`config.mk`:
```
export PLATFORM = sky130hd
export DESIGN_NAME = move_history
export DESIGN_NICKNAME = d
export VERILOG_FILES = /design/src/rtl/move_history.sv
export SDC_FILE = /design/constraint.sdc
export NUM_CORES = 1
export LEC_CHECK = 0
export CAP_MARGIN = 25
export CORE_MARGIN = 2
export CORE_UTILIZATION = 35
export CTS_BUF_LIST = sky130_fd_sc_hd__clkbuf_8
export CTS_CLUSTER_SIZE = 10
export DETAILED_ROUTE_END_ITERATION = 6
export PLACE_DENSITY = 0.55
export SYNTH_ARGS = -nofsm -noshare
export SYNTH_HDL_FRONTEND = slang
export SYNTH_SLANG_ARGS = --single-unit
```
`constraint.sdc`:
```
create_clock -name clk -period 3.95 [get_ports clk]
set_input_delay 1.185 -clock clk [delete_from_list [all_inputs] [get_ports clk]]
set_output_delay 1.185 -clock clk [all_outputs]
set_load 0.01 [all_outputs]
```
`src/rtl/move_history.sv`:
```
// Undo store and net step counter for the Sokoban core: a circular record
// stack that silently drops its oldest entry when full.
module move_history #(
   parameter int DEPTH    = 16,
   parameter int PTR_W    = 4,
   parameter int STEP_MAX = 999
) (
   input  logic             clk,
   input  logic             reset_n,
   input  logic             clear,
   input  logic             step_inc,
   input  logic             step_dec,
   input  logic [8:0]       rec_in,
   output logic             real_retract,
   output logic [8:0]       top_rec,
   output logic [PTR_W:0]   depth,
   output logic [9:0]       step_count,
   output logic             underflow,
   output logic             conflict
);

   localparam logic [PTR_W:0] FULL    = (PTR_W+1)'(DEPTH);
   localparam logic [9:0]     SAT_MAX = 10'(STEP_MAX);

   logic [8:0]       mem [DEPTH];
   logic [PTR_W-1:0] wp, wp_nxt;
   logic [PTR_W:0]   cnt, cnt_nxt;
   logic [9:0]       sc_nxt;
   logic [8:0]       top_nxt;
   logic             uf_nxt, cf_nxt, we;
   logic [PTR_W-1:0] wp_m2;

   assign wp_m2 = wp - PTR_W'(2);
   assign depth = cnt;

   always_comb begin
      wp_nxt  = wp;
      cnt_nxt = cnt;
      sc_nxt  = step_count;
      top_nxt = top_rec;
      uf_nxt  = underflow;
      cf_nxt  = conflict;
      we      = 1'b0;
      if (clear) begin
         wp_nxt  = '0;
         cnt_nxt = '0;
         sc_nxt  = '0;
         top_nxt = '0;
         uf_nxt  = 1'b0;
         cf_nxt  = 1'b0;
      end else if (step_inc && step_dec) begin
         cf_nxt = 1'b1;
      end else if (step_inc) begin
         we      = 1'b1;
         wp_nxt  = wp + PTR_W'(1);
         top_nxt = rec_in;
         if (cnt != FULL) cnt_nxt = cnt + (PTR_W+1)'(1);
         if (step_count < SAT_MAX) sc_nxt = step_count + 10'd1;
      end else if (step_dec) begin
         if (cnt != '0) begin
            wp_nxt  = wp - PTR_W'(1);
            cnt_nxt = cnt - (PTR_W+1)'(1);
            if (step_count != '0) sc_nxt = step_count - 10'd1;
            // The record below the current top becomes the new top.
            top_nxt = (cnt >= (PTR_W+1)'(2)) ? mem[wp_m2] : 9'd0;
         end else begin
            uf_nxt = 1'b1;
         end
      end
   end

   always_ff @(posedge clk or negedge reset_n) begin
      if (!reset_n) begin
         wp           <= '0;
         cnt          <= '0;
         step_count   <= '0;
         top_rec      <= '0;
         underflow    <= 1'b0;
         conflict     <= 1'b0;
         real_retract <= 1'b0;
      end else begin
         wp           <= wp_nxt;
         cnt          <= cnt_nxt;
         step_count   <= sc_nxt;
         top_rec      <= top_nxt;
         underflow    <= uf_nxt;
         conflict     <= cf_nxt;
         real_retract <= (cnt_nxt != '0);
      end
   end

   // Storage needs no reset; cnt alone decides which entries are meaningful.
   always_ff @(posedge clk) begin
      if (we) mem[wp] <= rec_in;
   end

endmodule

```
# Word level (Yosys, flattened, before mapping)
# Memories as Yosys holds them, arrays and structs flattened.
# Index checks and enable logic that the tools add are counted.
# op_classes
n_mux,36
n_lt_le_gt_ge,2
eq_ne,5
reduce_logical,12
addsub,7
# ops
op,n
2-to-1 mux 10 bit,7
2-to-1 mux 9 bit,6
2-to-1 mux 5 bit,6
2-to-1 mux 4 bit,5
2-to-1 mux 1 bit,12
adder 10 x 1 -> 10 bit (second input constant),1
< comparator 10 bit (second input constant),1
nonzero test 10 bit,1
nonzero test 5 bit,2
subtractor 10 x 1 -> 10 bit (second input constant),1
nonzero test 3 bit,3
inequality test 2 bit (second input constant),3
adder 5 x 1 -> 5 bit (second input constant),1
greater-or-equal comparator 5 x 2 -> 1 bit (second input constant),1
inequality test 5 bit (second input constant),1
AND reduction 5 bit,1
subtractor 5 x 1 -> 5 bit (second input constant),1
adder 4 x 1 -> 4 bit (second input constant),1
AND reduction 4 bit,1
nonzero test 2 bit,2
subtractor 4 x 1 -> 4 bit (second input constant),1
subtractor 4 x 2 -> 4 bit (second input constant),1
inequality test 3 x 2 -> 1 bit (second input constant),1
AND reduction 3 bit,1
logical AND 1 bit,1
# totals
elab_cells,70
ram_bits,144
input_bits,14
ff_bits,31
memories,1
# mem_list
memory,depth,word_bits,read_ports,rd_ports_with_merged_regs,write_ports,line_no,source
mem,16,9,1,0,1,25,logic [8:0] mem [DEPTH];

# Logic depth before layout (Yosys ltp)
# An unclocked memory read counts as a cell.
# depth
word_depth,8
depth_mapped,11
ltp_nobuf,7

# Least setup slack after synthesis
# No wires, ideal clock.
# synth_timing
path_kind,input port to flip-flop
start,in clear
end,mem mem[12][0] (enable)
path_buffers,1
arrival_time_ns,2.512
setup_time_ns,0.387
setup_slack_ns,1.051
cell_stages,5
cell_sequence,clkbuf_1 > nand2b_1 > nor3_1 > nand2_1 > nor3_1
# synth_via
elab_chain_cells,3
# synth_lines
element,line_no,source
start: declaration,10,"input logic clear,"
2-to-1 mux 1 bit,44,if (clear) begin
2-to-1 mux 1 bit,94,if (we) mem[wp] <= rec_in;
2-to-1 mux 1 bit (not written as such),94,
end: declaration,25,
# Every way passes these cells.

# Worst setup path after layout
# layout_timing
start,in step_inc
end,mem mem[8][6] (enable)
# layout_via
elab_chain_cells,5
word_cells_on_any_way,6
# layout_lines
element,line_no,source
start: declaration,11,"input logic step_inc,"
2-to-1 mux 1 bit / logical AND 1 bit (equally long branches),"53, 51",
2-to-1 mux 1 bit (*),51,end else if (step_inc && step_dec) begin
2-to-1 mux 1 bit (*),44,
2-to-1 mux 1 bit (*),94,
2-to-1 mux 1 bit (not written as such) (*),94,
# Mark *: on every way between the ends. The rest lies on a longest branch, timed or not.

==> results.py <==
metrics = {
    "outcome": {
        "outcome": "finished clean",
    },
    "cells_and_area": {
        "final_common_cell": "edfxtp_1",
        "fin_nets": 615,
        "diodes": 0,
        "final_area_sq_um": 9059,
        "drive_gt1_share_pct": 18.09,
        "area_delta_synth_final_pct": 16.10,
        "finalCoreUtilization_pct": 41.51,
        "mostFrequentLayoutCells": "edfxtp_1 (144), clkdlybuf4s50_1 (40), nand2_1 (39)",
    },
    "pwr": {
        "netSwitchingPower_w": 0.001507,
        "power.total_w": 0.004675,
        "pwr_density_cell_nw_per_um2": 516.1,
        "switching_share_pct": 32.24,
        "p_clk_share_pct": 24.0,
        "pwr-share-comb_pct": 28.8,
        "p_leak_nw": 3.114,
        "peakVddDrop_uv": 291.7,
        "p_int_w": 0.003168,
        "pwr-share-seq_pct": 47.2,
    },
    "yosys": {
        "ys_seq_elements": 175,
        "syn_inst": 513,
        "yosys_warnings": 0,
        "syn-num-nets": 544,
        "yosysSeqAreaShare_pct": 65.36,
        "synthArstFlopShare_pct": 17.71,
        "syn-cell-area_sq_um": 7802,
        "synth_area_per_cell_sq_um": 15.21,
        "synth_cell_types": 60,
        "ys.flop_type": "edfxtp_1",
        "synth_edf_count": 144,
    },
    "cts": {
        "cts_repair_resize_count": 0,
        "cts_sinks": 175,
        "cts_buffer_depth": 2,
        "cts_hold_buf": 0,
        "cts_tree": "done",
        "htreeDepth": 4,
        "worst_skew_pair.late_latency_ps": 450,
        "cts_root_buf": "clkbuf_8",
        "cts_buffers": 17,
        "clk_pin_slew_worst_paths_ps": 90,
        "post_cts_buffers": 0,
    },
    "sta": {
        "setup_viol": 0,
        "fmax_ghz": 0.3168,
        "min_period_ps": 3157,
        "period_share_pct": 79.92,
        "slew_headroom_pct": 53.49,
        "skew_ps": 8.438,
        "finalHoldViolations": 0,
        "tns_ps": 0,
        "drv_slew": 0,
        "grt_setup_unrepaired": "false",
        "worst_pin_slew_ps": 696.5,
    },
    "worst_setup_path": {
        "rr_startpoint": "wp[1]",
        "reg2regPathDepth": 8,
        "end_kind": "register",
        "crit_type": "input pin to register",
        "rr_endpoint": "top_rec[4]",
        "start_kind": "input pin",
        "worstPathArrival_ps": 3320,
        "cp.required_ps": 4110,
        "worstPathMaxFanout": 17,
        "reg2reg_slack_ps": 1060,
    },
    "route": {
        "wire_per_inst_um": 20.32,
        "postRouteAntennaNets": 0,
        "routed_wl_um": 17830,
        "drtIter0Drc": 365,
        "drc": 0,
        "firstDrtPassIters": 4,
        "vias_per_cell": 5.327,
        "vias": 4672,
    },
    "global_routing": {
        "grt_pass1_wl_um": 28530,
        "grt_pass1_vias": 4894,
        "grt_max_degree": 32,
        "grt-ovfl-total": 0,
        "antenna_found_initial": 0,
        "track_usage_pct": 15.95,
        "grt.busiest_layer": "met2",
        "met3_usage_pct": 4.366,
        "use_met2_pct": 25.53,
        "use_met1_pct": 21.51,
    },
    "hold_path": {
        "worstHoldStart": "top_rec[4]",
        "hold_path.class": "register to register",
        "holdPathStages": 2,
        "min_delay_worst_endpoint": "top_rec[4]",
    },
    "floorplan": {
        "core_sq_um": 21820,
        "num_io_pins": 41,
        "dieWidth_um": 153.3,
        "die_h_um": 153.3,
        "core.rowCount": 54,
        "initial_core_util_pct": 35.75,
        "die_area_sq_um": 23500,
    },
    "placed_design": {
        "port_buffers": 40,
        "place_area_sq_um": 8715,
        "dp.final_hpwl_um": 12100,
        "place_congestion": 0.8586,
    },
    "run": {
        "max_cap_violations": 0,
    },
}
==> cells in the mapped netlist, types with 10 or more instances <==
| library cell | n | area (sq um) |
|---|---|---|
| xnor2_1 | 10 | 87.58 |
| mux2i_1 | 12 | 120.1 |
| nand2_1 | 39 | 146.4 |
| nor3_1 | 12 | 60.06 |
| edfxtp_1 | 144 | 4324 |
| dfrtp_1 | 31 | 775.7 |
| a31oi_1 | 11 | 68.82 |
| o21ai_0 | 13 | 65.06 |
| mux4_2 | 36 | 810.8 |
| nand3_1 | 15 | 75.07 |
| a21oi_1 | 21 | 105.1 |
| ha_1 | 15 | 187.7 |
| buf_2 | 13 | 65.06 |
| nor2_1 | 33 | 123.9 |
==> metal layers <==
metal	up-vias	share of wire [%]
li1	2142	-
met1	2404	45
met2	111	49
met3	15	4.9
met4	0	1.3
met5	-	0
==> worst max-delay path by stage <==
stage / slack [ps] / startpoint / endpoint
final: 790 / step_inc / mem[8][6]
after CTS: 850 / step_inc / mem[8][6]
after floorplan: 1050 / clear / mem[12][0]
after global placement: 440 / step_inc / mem[8][2]
after global routing: 640 / step_inc / mem[8][6]
after detailed placement: 370 / step_inc / mem[8][7]
==> final cells by class <==
class | count | area (sq um)
multi-input cells | 302 | 2544
clock buffers | 17 | 234.0
flip-flops and latches | 175 | 5101
clock inverters | 15 | 110.1
inverters | 11 | 41.29
repair buffers | 77 | 678.2
fillers | 2009 | 12760
well taps | 280 | 350.3
==> worst max-delay path, cell delays in order <==
cell and delay (ps):
clkdlybuf4s50_1 660, buf_4 310, nand2b_1 180, nor3_1 320
nand2_1 180, nor3_1 250, buf_4 220
==> power groups by stage <==
stage / sequential [W] / clock, W / combinational (W)
final: 0.00221 / 0.00112 / 0.00135
after global routing: 0.00223 / 0.00124 / 0.00147
after CTS: 0.00221 / 0.00116 / 0.00136
after detailed placement: 0.00225 / 0 / 0.00136
after global placement: 0.00225 / 0 / 0.00134
after floorplan: 0.00223 / 0 / 0.000917
==> registers in the layout, summed over array words and instances, names as in the netlist <==
signal / flops
conflict: 1
mem: 144
underflow: 1
step_count: 10
real_retract: 1
depth: 5
top_rec: 9
wp: 4
==> per-stage QoR <==
step                hold slack, ps  worst slack [ps]  cells
CTS                          543.0             853.5    877
floorplan                    528.5              1051    513
global placement             481.2             439.1    845
finish                       534.7             793.2    877
global route                 550.3             643.8    877
detailed placement           520.8             370.4    845
==> logic make-up after synthesis <==
kind of cell             share of synthesized area [%]
flip-flops                                       65.36
AND/OR/NAND/NOR                                  8.563
AO/OA/AOI/OAI                                    7.040
multiplexers                                     12.27
buffers and inverters                            2.036
adder cells (fa/ha/maj)                          2.919
XOR/XNOR                                         1.812
(Power assumes the default switching activity.)
